File: src/rtl/frng_ring_link_bridge.sv
// Ring channel bridge: holds N_CH channel registers fed by remote gets, local writes and the
// anchor loop, and streams changed channels out as round-robin put transfers.
module frng_ring_link_bridge #(
   parameter int unsigned N_CH          = 4,
   parameter int unsigned DATA_W        = 32,
   parameter bit          PUT_ON_CHANGE = 1'b1,
   parameter int unsigned CNT_W         = 16,
   localparam int unsigned IDX_W        = (N_CH > 1) ? $clog2(N_CH) : 1
) (
   input  logic                     i_clk,
   input  logic                     reset,
   input  logic                     i_get_valid,
   input  logic [IDX_W-1:0]         i_get_idx,
   input  logic [DATA_W-1:0]        i_get_data,
   input  logic                     i_loc_we,
   input  logic [IDX_W-1:0]         i_loc_idx,
   input  logic [DATA_W-1:0]        i_loc_data,
   input  logic                     i_anchor_en,
   output logic                     o_put_valid,
   input  logic                     i_put_ready,
   output logic [IDX_W-1:0]         o_put_idx,
   output logic [DATA_W-1:0]        o_put_data,
   output logic [N_CH*DATA_W-1:0]   o_chan,
   output logic [N_CH-1:0]          o_pending,
   output logic [CNT_W-1:0]         o_coalesce_cnt,
   output logic                     o_err
);

   localparam logic [IDX_W:0] NChX = (IDX_W + 1)'(N_CH);

   typedef enum logic {StIdle, StSend} state_e;

   state_e              state_q, state_d;
   logic [DATA_W-1:0]   ch_q [N_CH];
   logic [DATA_W-1:0]   ch_d [N_CH];
   logic [N_CH-1:0]     pend_q, pend_d;
   logic [IDX_W-1:0]    put_idx_q, put_idx_d;
   logic [DATA_W-1:0]   put_data_q, put_data_d;
   logic [IDX_W-1:0]    rr_q, rr_d;
   logic [CNT_W-1:0]    cnt_q, cnt_d;
   logic                err_q, err_d;

   logic                get_ok, loc_ok, hs;
   logic [N_CH-1:0]     get_sel, loc_sel, anc_sel, upd, changed, clr, reset_vec, rem;
   logic [IDX_W-1:0]    nxt_idx;
   int unsigned         coal_inc;
   logic [CNT_W:0]      cnt_sum;

   // First set bit of req at or after start, wrapping modulo N_CH.
   function automatic logic [IDX_W-1:0] pick(input logic [N_CH-1:0] req,
                                             input logic [IDX_W-1:0] start);
      logic        found;
      int unsigned j;
      pick  = start;
      found = 1'b0;
      for (int k = 0; k < N_CH; k++) begin
         j = (int'(start) + k) % N_CH;
         if (!found && req[j]) begin
            pick  = IDX_W'(j);
            found = 1'b1;
         end
      end
   endfunction

   assign get_ok  = i_get_valid && ({1'b0, i_get_idx} < NChX);
   assign loc_ok  = i_loc_we && ({1'b0, i_loc_idx} < NChX);
   assign hs      = (state_q == StSend) && i_put_ready;
   assign nxt_idx = (put_idx_q == IDX_W'(N_CH - 1)) ? '0 : put_idx_q + 1'b1;

   always_comb begin
      get_sel = '0;
      loc_sel = '0;
      anc_sel = '0;
      if (get_ok) get_sel[i_get_idx] = 1'b1;
      if (loc_ok) loc_sel[i_loc_idx] = 1'b1;
      anc_sel[0] = i_anchor_en;
   end

   // Channel updates with get > local > anchor priority.
   always_comb begin
      upd = '0;
      for (int c = 0; c < N_CH; c++) begin
         ch_d[c] = ch_q[c];
         if (get_sel[c]) begin
            ch_d[c] = i_get_data;
            upd[c]  = 1'b1;
         end else if (loc_sel[c]) begin
            ch_d[c] = i_loc_data;
            upd[c]  = 1'b1;
         end else if (anc_sel[c]) begin
            ch_d[c] = ch_q[N_CH-1];
            upd[c]  = 1'b1;
         end
      end
   end

   always_comb begin
      clr = '0;
      if (hs) clr[put_idx_q] = 1'b1;
      for (int c = 0; c < N_CH; c++) begin
         changed[c] = upd[c] && (!PUT_ON_CHANGE || (ch_d[c] != ch_q[c]));
      end
      pend_d    = changed | (pend_q & ~clr);
      reset_vec = changed & pend_q & ~clr;
   end

   // Coalesce events: each dropped source plus each re-set of a still-pending channel.
   always_comb begin
      coal_inc = $countones(reset_vec);
      if (|(get_sel & loc_sel)) coal_inc = coal_inc + 1;
      if (anc_sel[0] && (get_sel[0] || loc_sel[0])) coal_inc = coal_inc + 1;
      cnt_sum = {1'b0, cnt_q} + (CNT_W + 1)'(coal_inc);
      cnt_d   = cnt_sum[CNT_W] ? '1 : cnt_sum[CNT_W-1:0];
      err_d   = err_q || (i_get_valid && !get_ok) || (i_loc_we && !loc_ok);
   end

   always_comb begin
      state_d    = state_q;
      put_idx_d  = put_idx_q;
      put_data_d = put_data_q;
      rr_d       = rr_q;
      rem        = pend_q & ~clr;
      case (state_q)
         StIdle: begin
            if (|pend_q) begin
               put_idx_d  = pick(pend_q, rr_q);
               put_data_d = ch_q[put_idx_d];
               state_d    = StSend;
            end
         end
         StSend: begin
            if (i_put_ready) begin
               rr_d = nxt_idx;
               if (|rem) begin
                  put_idx_d  = pick(rem, nxt_idx);
                  put_data_d = ch_q[put_idx_d];
               end else begin
                  state_d = StIdle;
               end
            end
         end
         default: state_d = StIdle;
      endcase
   end

   always_ff @(posedge i_clk) begin
      if (reset) begin
         state_q    <= StIdle;
         pend_q     <= '0;
         put_idx_q  <= '0;
         put_data_q <= '0;
         rr_q       <= '0;
         cnt_q      <= '0;
         err_q      <= 1'b0;
         for (int c = 0; c < N_CH; c++) ch_q[c] <= '0;
      end else begin
         state_q    <= state_d;
         pend_q     <= pend_d;
         put_idx_q  <= put_idx_d;
         put_data_q <= put_data_d;
         rr_q       <= rr_d;
         cnt_q      <= cnt_d;
         err_q      <= err_d;
         for (int c = 0; c < N_CH; c++) ch_q[c] <= ch_d[c];
      end
   end

   always_comb begin
      for (int c = 0; c < N_CH; c++) o_chan[c*DATA_W +: DATA_W] = ch_q[c];
   end

   assign o_put_valid    = (state_q == StSend);
   assign o_put_idx      = put_idx_q;
   assign o_put_data     = put_data_q;
   assign o_pending      = pend_q;
   assign o_coalesce_cnt = cnt_q;
   assign o_err          = err_q;

endmodule

File: config.mk
export PLATFORM = sky130hd
export DESIGN_NAME = frng_ring_link_bridge
export DESIGN_NICKNAME = d
export VERILOG_FILES = /design/src/rtl/frng_ring_link_bridge.sv
export SDC_FILE = /design/constraint.sdc
export NUM_CORES = 1
export LEC_CHECK = 0
export CAP_MARGIN = 0
export CORE_ASPECT_RATIO = 0.5
export CORE_UTILIZATION = 26
export DETAILED_ROUTE_END_ITERATION = 10
export PLACE_DENSITY_LB_ADDON = 0.05
export SYNTH_ARGS = -nofsm -noshare
export SYNTH_HDL_FRONTEND = slang
export SYNTH_SLANG_ARGS = --single-unit
File: constraint.sdc
create_clock -name i_clk -period 17.25 [get_ports i_clk]
set_input_delay 1.725 -clock i_clk [delete_from_list [all_inputs] [get_ports i_clk]]
set_output_delay 1.725 -clock i_clk [all_outputs]
set_load 0.03 [all_outputs]
==> run_summary.xml, run 1 <==
<?xml version="1.0" encoding="UTF-8"?>
<metrics>
  <group name="outcome">
    <metric name="status" unit="">completed</metric>
  </group>
  <group name="routing">
    <metric name="vias" unit="">17100</metric>
    <metric name="finalWirelength" unit="um">86300</metric>
    <metric name="antenna_left" unit="">0</metric>
    <metric name="first_iter_violations" unit="">1987</metric>
    <metric name="drt-pass1-iter-count" unit="">5</metric>
    <metric name="routedWlPerCell" unit="um">30.2</metric>
    <metric name="post-route-drc-count" unit="">0</metric>
    <metric name="detailed_route_vias_per_instance" unit="">5.99</metric>
  </group>
  <group name="logic_synthesis">
    <metric name="synth-edff-count" unit="">0</metric>
    <metric name="synth_fp_nets" unit="">2086</metric>
    <metric name="ys_dominant_reg_cell" unit="">sky130_fd_sc_hd__dfxtp_1</metric>
    <metric name="async_flop_share" unit="">0</metric>
    <metric name="synth_warn" unit="">0</metric>
    <metric name="netlist_instances" unit="">1997</metric>
    <metric name="synth.cell_area" unit="um^2">15200</metric>
    <metric name="synth_cell_type_count" unit="">70</metric>
    <metric name="ys_seq_area_frac" unit="">0.244</metric>
    <metric name="post_synth.cell_area_avg" unit="um^2">7.61</metric>
    <metric name="ys_ff_latch" unit="">185</metric>
  </group>
  <group name="hold_path">
    <metric name="hold_path_startpoint" unit="">rr_q[1]$_SDFFE_PP0P_</metric>
    <metric name="worst_hold_path.num_cells" unit="">2</metric>
    <metric name="hp-class" unit="">flop to flop</metric>
    <metric name="hold_end" unit="">rr_q[1]$_SDFFE_PP0P_</metric>
  </group>
  <group name="clocking">
    <metric name="worst_skew_pair.late_latency" unit="ns">0.48</metric>
    <metric name="cts.htree.levels" unit="">4</metric>
    <metric name="clkSlewWorstSetupHoldPaths" unit="ns">0.09</metric>
    <metric name="cts_inserted_buffers" unit="">17</metric>
    <metric name="cts-hold-fix-buffers" unit="">0</metric>
    <metric name="tritoncts" unit="">built</metric>
    <metric name="post_cts_buffers" unit="">0</metric>
    <metric name="clock-sinks" unit="">185</metric>
    <metric name="clock_tree.buffer_depth" unit="">2</metric>
    <metric name="clock_tree.root_cell" unit="">sky130_fd_sc_hd__clkbuf_16</metric>
    <metric name="postCtsResizedCells" unit="">0</metric>
  </group>
  <group name="timing">
    <metric name="final_clock_period_utilization_by_the_worst_path" unit="">0.539</metric>
    <metric name="final-max-slew-violation-count" unit="">0</metric>
    <metric name="finalHoldViolCount" unit="">0</metric>
    <metric name="setup_slack" unit="ns">7.95</metric>
    <metric name="setup_viol" unit="">0</metric>
    <metric name="timing.setup.tns" unit="ns">0</metric>
    <metric name="relSlewSlack" unit="">0.149</metric>
    <metric name="rsz0062_at_grt" unit="">no</metric>
    <metric name="max_clock_freq" unit="MHz">108</metric>
    <metric name="finClkSkew" unit="ns">0.0158</metric>
    <metric name="timing.final.crit_period" unit="ns">9.30</metric>
    <metric name="worst_pin_slew" unit="ns">1.27</metric>
  </group>
  <group name="critical_path">
    <metric name="cp-end-kind" unit="">flop</metric>
    <metric name="setup.worst_path.start" unit="">i_get_idx[0]</metric>
    <metric name="worst-r2r-cell-count" unit="">22</metric>
    <metric name="launching_point_of_the_worst_reg2reg_path" unit="">ch_q[1][6]$_SDFF_PP0_</metric>
    <metric name="regToRegSetupSlack" unit="ns">10.15</metric>
    <metric name="timing_worst_setup_path_type" unit="">input port to flop</metric>
    <metric name="slowest_delay" unit="ns">0.86</metric>
    <metric name="worstSetupStartpointType" unit="">input port</metric>
    <metric name="critPathArrivalTime" unit="ns">9.64</metric>
    <metric name="r2r_end" unit="">o_coalesce_cnt[13]$_SDFF_PP0_</metric>
    <metric name="slowest_stage" unit="">sky130_fd_sc_hd__o2111ai_1</metric>
    <metric name="critical_path_peak_fanout" unit="">50</metric>
    <metric name="critPathTopFamily" unit="">simple AND/OR/NAND/NOR gates</metric>
    <metric name="crit_buf_inv" unit="">5</metric>
    <metric name="required" unit="ns">17.59</metric>
  </group>
  <group name="global_route">
    <metric name="globalRoute.totalOverflow" unit="">0</metric>
    <metric name="initial_antenna_violation_count" unit="">9</metric>
    <metric name="grt_first_pass_wirelength" unit="um">121000</metric>
    <metric name="groute.usage.overall" unit="">0.281</metric>
    <metric name="grt_pass1_vias" unit="">15700</metric>
    <metric name="grt_start_max_net_pins" unit="">112</metric>
  </group>
  <group name="power_and_ir_drop">
    <metric name="total_leakage_power" unit="uW">0.00626</metric>
    <metric name="vdd_drop_max" unit="mV">0.0799</metric>
    <metric name="power.density_cell_area" unit="nW/um^2">82.9</metric>
  </group>
  <group name="final_layout">
    <metric name="n_fill_cell" unit="">6143</metric>
    <metric name="drive_above_1_share" unit="">0.0706</metric>
    <metric name="stdcell_count" unit="">2859</metric>
    <metric name="areaGrowthSynthToFinish" unit="%">23.2</metric>
    <metric name="layout.area.seq" unit="um^2">3700</metric>
    <metric name="most_frequent_standard_cell_in_the_layout_excluding_fill_and_tap_cells" unit="">sky130_fd_sc_hd__nand2_1</metric>
    <metric name="design.final.nets" unit="">2158</metric>
    <metric name="area_of_the_multi_input_gates" unit="um^2">10400</metric>
    <metric name="most-common-layout-cells" unit="">253 x sky130_fd_sc_hd__nand2_1, 251 x sky130_fd_sc_hd__clkdlybuf4s50_1, 185 x sky130_fd_sc_hd__dfxtp_1</metric>
  </group>
  <group name="place">
    <metric name="gpl.final_weighted_congestion" unit="">0.875</metric>
    <metric name="buffer_ports.inserted" unit="">256</metric>
    <metric name="place.detailed.hpwl" unit="um">59500</metric>
    <metric name="dp_worst_setup_slack" unit="ns">7.59</metric>
    <metric name="dp_cells" unit="">2818</metric>
  </group>
  <group name="die">
    <metric name="die_w" unit="um">344</metric>
    <metric name="initial_core_utilization" unit="">0.264</metric>
    <metric name="floorplan.rows" unit="">62</metric>
    <metric name="core_region_area" unit="um^2">57600</metric>
    <metric name="chipHeight" unit="um">173</metric>
    <metric name="design.die.area" unit="um^2">59500</metric>
    <metric name="top_level_ports" unit="">258</metric>
  </group>
  <group name="run">
    <metric name="maxCapViolCount" unit="">0</metric>
  </group>
</metrics>
[layout make-up]
class / count / share of cell area
inverter: 37 / 0.00741
tap: 768 / 0.0513
multi-input combinational: 1519 / 0.554
timing repair buffer: 309 / 0.157
clock inverter: 13 / 0.00714
sequential: 185 / 0.198
clock buffer: 19 / 0.0242
antenna: 9 / 0.00120
[per-stage QoR]
step                hold WS (ns)  utilization  power (uW)  instance area, um^2
floorplan                  0.476            -         871                15200
global placement           0.516        0.315        1120                18100
detailed placement         0.512        0.315        1120                18100
CTS                        0.525        0.325        1550                18700
global route               0.557        0.325        1610                18700
finish                     0.522        0.326        1550                18700
[routing by layer]
layer	vias up	share of wire	GRT usage	wire [um]
li1	7716	-	-	-
met4	4	0.015	0.0590	1340
met3	80	0.11	0.108	9140
met1	8594	0.47	0.408	40800
met2	733	0.41	0.386	35000
met5	-	0.00039	0	34
[flip-flops by register name, summed over array words and instances, names as in the netlist]
register        count
rr_q                2
o_put_data         32
o_put_valid         1
o_put_idx           2
o_coalesce_cnt     16
ch_q              128
o_pending           4
[how the worst max path moves through the flow]
| stage | end | slack (ns) | depth (start not counted) |
|---|---|---|---|
| finish | o_coalesce_cnt[13]$_SDFF_PP0_ | 7.95 | 27 |
| CTS | o_coalesce_cnt[13]$_SDFF_PP0_ | 8.11 | 27 |
| global placement | o_coalesce_cnt[13]$_SDFF_PP0_ | 7.62 | 27 |
| global route | o_coalesce_cnt[11]$_SDFF_PP0_ | 7.37 | 27 |
| detailed placement | o_coalesce_cnt[13]$_SDFF_PP0_ | 7.59 | 27 |
| floorplan | o_coalesce_cnt[15]$_SDFF_PP0_ | 10.03 | 25 |
[where the power goes]
part	leakage, uW	switching (uW)	internal [uW]
registers	0.00152	82.7	462
clock network	0.000285	224	212
logic	0.00446	364	208
[worst min-delay path, delay by kind of cell (launching register included)]
kind	cells	cell delay (ns)
AND/OR/NAND/NOR	1	0.07
flip-flops	1	0.36
AO/OA/AOI/OAI	1	0.05
[cells in the mapped netlist, types with 27 or more instances]
library cell | count | share of area
sky130_fd_sc_hd__a211o_1 | 66 | 0.038
sky130_fd_sc_hd__a21oi_1 | 33 | 0.011
sky130_fd_sc_hd__a221o_1 | 56 | 0.037
sky130_fd_sc_hd__a311oi_1 | 112 | 0.065
sky130_fd_sc_hd__a31oi_1 | 35 | 0.014
sky130_fd_sc_hd__buf_1 | 27 | 0.0067
sky130_fd_sc_hd__buf_2 | 56 | 0.018
sky130_fd_sc_hd__clkbuf_1 | 167 | 0.041
sky130_fd_sc_hd__dfxtp_1 | 185 | 0.24
sky130_fd_sc_hd__inv_1 | 37 | 0.0091
sky130_fd_sc_hd__mux2_2 | 33 | 0.024
sky130_fd_sc_hd__mux2i_1 | 111 | 0.073
sky130_fd_sc_hd__nand2_1 | 254 | 0.063
sky130_fd_sc_hd__nand2b_1 | 52 | 0.021
sky130_fd_sc_hd__nand3_1 | 120 | 0.039
sky130_fd_sc_hd__nor2_1 | 113 | 0.028
sky130_fd_sc_hd__nor2b_1 | 38 | 0.016
sky130_fd_sc_hd__o21ai_0 | 104 | 0.034
sky130_fd_sc_hd__o21bai_1 | 34 | 0.017
sky130_fd_sc_hd__o221ai_1 | 89 | 0.051
sky130_fd_sc_hd__xnor2_1 | 37 | 0.021
[cells by family (layout without fill, tap and decap cells)]
family          Yosys count  after routing  share of synthesized area
other cells               1             10                   0.000247
buf+inv                 293            378                     0.0782
simple gates            713            713                      0.234
flops                   185            185                      0.244
mux                     145            145                     0.0990
xor+xnor                 45             45                     0.0259
compound gates          600            600                      0.305
fa+ha+maj                15             15                     0.0138
(Power assumes the default switching activity.)
==> run 2: changes to the inputs <==
clock period = 9.22 ns   (was 17.25 ns; I/O delays follow)
==> run 2 against run 1 <==
Critical path depth shrank 2. Global-route usage grew 0.55 points. Clock power grew 99%. Via count grew 1.8%.
==> run_summary.xml, run 2 (synthesis results as in run 1) <==
<?xml version="1.0" encoding="UTF-8"?>
<metrics>
  <group name="run">
    <metric name="maxCapViolCount" unit="">0</metric>
  </group>
  <group name="global_route">
    <metric name="grt_first_pass_wirelength" unit="um">124000</metric>
    <metric name="grt_pass1_vias" unit="">16000</metric>
    <metric name="global_route.peak_usage_layer" unit="">met1</metric>
    <metric name="globalRouteMet3Util" unit="">0.0668</metric>
    <metric name="gr-usage-met2" unit="">0.397</metric>
    <metric name="globalRoute.totalOverflow" unit="">0</metric>
    <metric name="initial_antenna_violation_count" unit="">9</metric>
    <metric name="groute.usage.overall" unit="">0.287</metric>
    <metric name="grtUsageMet1" unit="">0.442</metric>
    <metric name="grt_start_max_net_pins" unit="">103</metric>
  </group>
  <group name="timing">
    <metric name="setup_viol" unit="">0</metric>
    <metric name="relSlewSlack" unit="">0.193</metric>
    <metric name="worst_pin_slew" unit="ns">1.21</metric>
    <metric name="finalHoldViolCount" unit="">0</metric>
    <metric name="setup_slack" unit="ns">1.54</metric>
    <metric name="rsz0062_at_grt" unit="">no</metric>
    <metric name="final-max-slew-violation-count" unit="">0</metric>
    <metric name="timing.final.crit_period" unit="ns">7.68</metric>
    <metric name="max_clock_freq" unit="MHz">130</metric>
    <metric name="timing.setup.tns" unit="ns">0</metric>
    <metric name="finClkSkew" unit="ns">0.0126</metric>
    <metric name="final_clock_period_utilization_by_the_worst_path" unit="">0.833</metric>
  </group>
  <group name="final_layout">
    <metric name="final_core_utilization" unit="">0.329</metric>
    <metric name="design.final.nets" unit="">2177</metric>
    <metric name="most-common-layout-cells" unit="">253 x sky130_fd_sc_hd__nand2_1, 251 x sky130_fd_sc_hd__clkdlybuf4s50_1, 185 x sky130_fd_sc_hd__dfxtp_1</metric>
    <metric name="drive_above_1_share" unit="">0.0781</metric>
    <metric name="number_of_flip_flops_in_the_largest_register" unit="">128</metric>
    <metric name="largest_register" unit="">ch_q</metric>
    <metric name="most_frequent_standard_cell_in_the_layout_excluding_fill_and_tap_cells" unit="">sky130_fd_sc_hd__nand2_1</metric>
    <metric name="n_fill_cell" unit="">6164</metric>
    <metric name="areaGrowthSynthToFinish" unit="%">24.5</metric>
  </group>
  <group name="critical_path">
    <metric name="worstSetupStartpointType" unit="">input port</metric>
    <metric name="critPathArrivalTime" unit="ns">8.07</metric>
    <metric name="required" unit="ns">9.62</metric>
    <metric name="worst-r2r-cell-count" unit="">22</metric>
    <metric name="r2r_end" unit="">o_coalesce_cnt[15]$_SDFF_PP0_</metric>
    <metric name="timing_worst_setup_path_type" unit="">input port to flop</metric>
    <metric name="regToRegSetupSlack" unit="ns">2.68</metric>
    <metric name="launching_point_of_the_worst_reg2reg_path" unit="">ch_q[3][8]$_SDFF_PP0_</metric>
    <metric name="critical_path_peak_fanout" unit="">28</metric>
    <metric name="cp-end-kind" unit="">flop</metric>
  </group>
  <group name="routing">
    <metric name="drt-pass1-iter-count" unit="">6</metric>
    <metric name="post-route-drc-count" unit="">0</metric>
    <metric name="first_iter_violations" unit="">2211</metric>
    <metric name="vias" unit="">17400</metric>
    <metric name="detailed_route_vias_per_instance" unit="">6.07</metric>
    <metric name="finalWirelength" unit="um">88100</metric>
    <metric name="routedWlPerCell" unit="um">30.7</metric>
    <metric name="antenna_left" unit="">0</metric>
  </group>
  <group name="clocking">
    <metric name="post_cts_buffers" unit="">0</metric>
    <metric name="postCtsResizedCells" unit="">0</metric>
    <metric name="worst_skew_pair.late_latency" unit="ns">0.48</metric>
    <metric name="clock_tree.buffer_depth" unit="">2</metric>
    <metric name="tritoncts" unit="">built</metric>
    <metric name="clkSlewWorstSetupHoldPaths" unit="ns">0.09</metric>
    <metric name="cts-hold-fix-buffers" unit="">0</metric>
    <metric name="clock_tree.root_cell" unit="">sky130_fd_sc_hd__clkbuf_16</metric>
    <metric name="clock-sinks" unit="">185</metric>
    <metric name="cts.htree.levels" unit="">4</metric>
    <metric name="cts_inserted_buffers" unit="">17</metric>
  </group>
  <group name="power_and_ir_drop">
    <metric name="vdd_drop_max" unit="mV">0.147</metric>
    <metric name="total_leakage_power" unit="uW">0.00638</metric>
    <metric name="power.density_cell_area" unit="nW/um^2">157</metric>
  </group>
  <group name="place">
    <metric name="buffer_ports.inserted" unit="">256</metric>
    <metric name="place.detailed.hpwl" unit="um">62100</metric>
    <metric name="gpl.final_weighted_congestion" unit="">0.897</metric>
    <metric name="dp_worst_setup_slack" unit="ns">1.08</metric>
  </group>
  <group name="die">
    <metric name="chipHeight" unit="um">173</metric>
    <metric name="die_w" unit="um">344</metric>
    <metric name="core_region_area" unit="um^2">57600</metric>
    <metric name="initial_core_utilization" unit="">0.264</metric>
    <metric name="top_level_ports" unit="">258</metric>
    <metric name="design.die.area" unit="um^2">59500</metric>
    <metric name="floorplan.rows" unit="">62</metric>
  </group>
  <group name="hold_path">
    <metric name="worst_hold_path.num_cells" unit="">2</metric>
    <metric name="hold_path_startpoint" unit="">rr_q[1]$_SDFFE_PP0P_</metric>
    <metric name="hp-class" unit="">flop to flop</metric>
    <metric name="hold_end" unit="">rr_q[1]$_SDFFE_PP0P_</metric>
  </group>
  <group name="outcome">
    <metric name="status" unit="">completed</metric>
  </group>
</metrics>
run 2: cell count changes in the layout (fill, tap and decap cells not counted), moves of 3 or more:
cell,change
sky130_fd_sc_hd__diode_2,-4
sky130_fd_sc_hd__bufinv_16,+3
sky130_fd_sc_hd__inv_6,-5
sky130_fd_sc_hd__buf_4,+18
run 2: metrics by stage:
| stage | hold WS, ns | instance area [um^2] | cells | power, uW |
|---|---|---|---|---|
| floorplan | 0.476 | 15200 | 1997 | 1630 |
| global placement | 0.515 | 18300 | 2837 | 2110 |
| detailed placement | 0.518 | 18300 | 2837 | 2100 |
| CTS | 0.532 | 18900 | 2869 | 2960 |
| global route | 0.566 | 18900 | 2870 | 3080 |
| finish | 0.526 | 18900 | 2874 | 2970 |
run 2: how the worst max path moves through the flow:
stage	cells after the start	from	end	slack (ns)
3_5_place_dp	24	i_loc_we	o_coalesce_cnt[15]$_SDFF_PP0_	1.08
3_3_place_gp	24	i_loc_we	o_coalesce_cnt[15]$_SDFF_PP0_	1.16
5_1_grt	24	i_loc_we	o_coalesce_cnt[7]$_SDFF_PP0_	1.14
6_report	25	i_get_valid	o_coalesce_cnt[15]$_SDFF_PP0_	1.54
2_1_floorplan	25	i_loc_idx[0]	o_coalesce_cnt[15]$_SDFF_PP0_	2.80
4_1_cts	24	i_loc_we	o_coalesce_cnt[15]$_SDFF_PP0_	1.56
run 2: cell type report:
class                   count  area [um^2]  share of cell area
diodes                      5         12.5            0.000661
clock buffers              19          433              0.0229
clock inverters            13          195              0.0103
inverters                  37          139             0.00734
multi-input cells        1519        10400               0.549
flip-flops and latches    185         3700               0.196
well taps                 768          961              0.0508
repair buffers            328         3100               0.164
run 2: worst max-delay path, stage by stage:
cell and delay, ns:
sky130_fd_sc_hd__buf_2 0.40, sky130_fd_sc_hd__buf_4 0.36, sky130_fd_sc_hd__and3_1 0.53, sky130_fd_sc_hd__nor2_1 0.37
sky130_fd_sc_hd__a221o_1 0.38, sky130_fd_sc_hd__a221o_1 0.28, sky130_fd_sc_hd__or4_1 0.48, sky130_fd_sc_hd__nor3_1 0.25
sky130_fd_sc_hd__buf_4 0.22, sky130_fd_sc_hd__nor2_1 0.07, sky130_fd_sc_hd__fa_1 0.45, sky130_fd_sc_hd__ha_1 0.37
sky130_fd_sc_hd__fa_1 0.44, sky130_fd_sc_hd__mux2i_1 0.22, sky130_fd_sc_hd__inv_1 0.08, sky130_fd_sc_hd__ha_1 0.29
sky130_fd_sc_hd__o21a_1 0.21, sky130_fd_sc_hd__ha_1 0.28, sky130_fd_sc_hd__a21o_1 0.17, sky130_fd_sc_hd__a21oi_1 0.21
sky130_fd_sc_hd__o21ai_0 0.11, sky130_fd_sc_hd__a21oi_1 0.50, sky130_fd_sc_hd__nor4_1 0.13, sky130_fd_sc_hd__and3_1 0.21
sky130_fd_sc_hd__nor3_1 0.13
run 2: report_power, final:
group	switching [uW]	internal, uW	leakage, uW	total [uW]
Sequential	146	864	0.00152	1010
Combinational	700	394	0.00456	1090
Clock	408	460	0.000305	868
run 2: layer usage:
| layer | up-vias | wire length (um) |
|---|---|---|
| met5 | - | 0 |
| met4 | 0 | 1020 |
| met3 | 63 | 8470 |
| met2 | 799 | 35800 |
| met1 | 8829 | 42800 |
| li1 | 7745 | - |
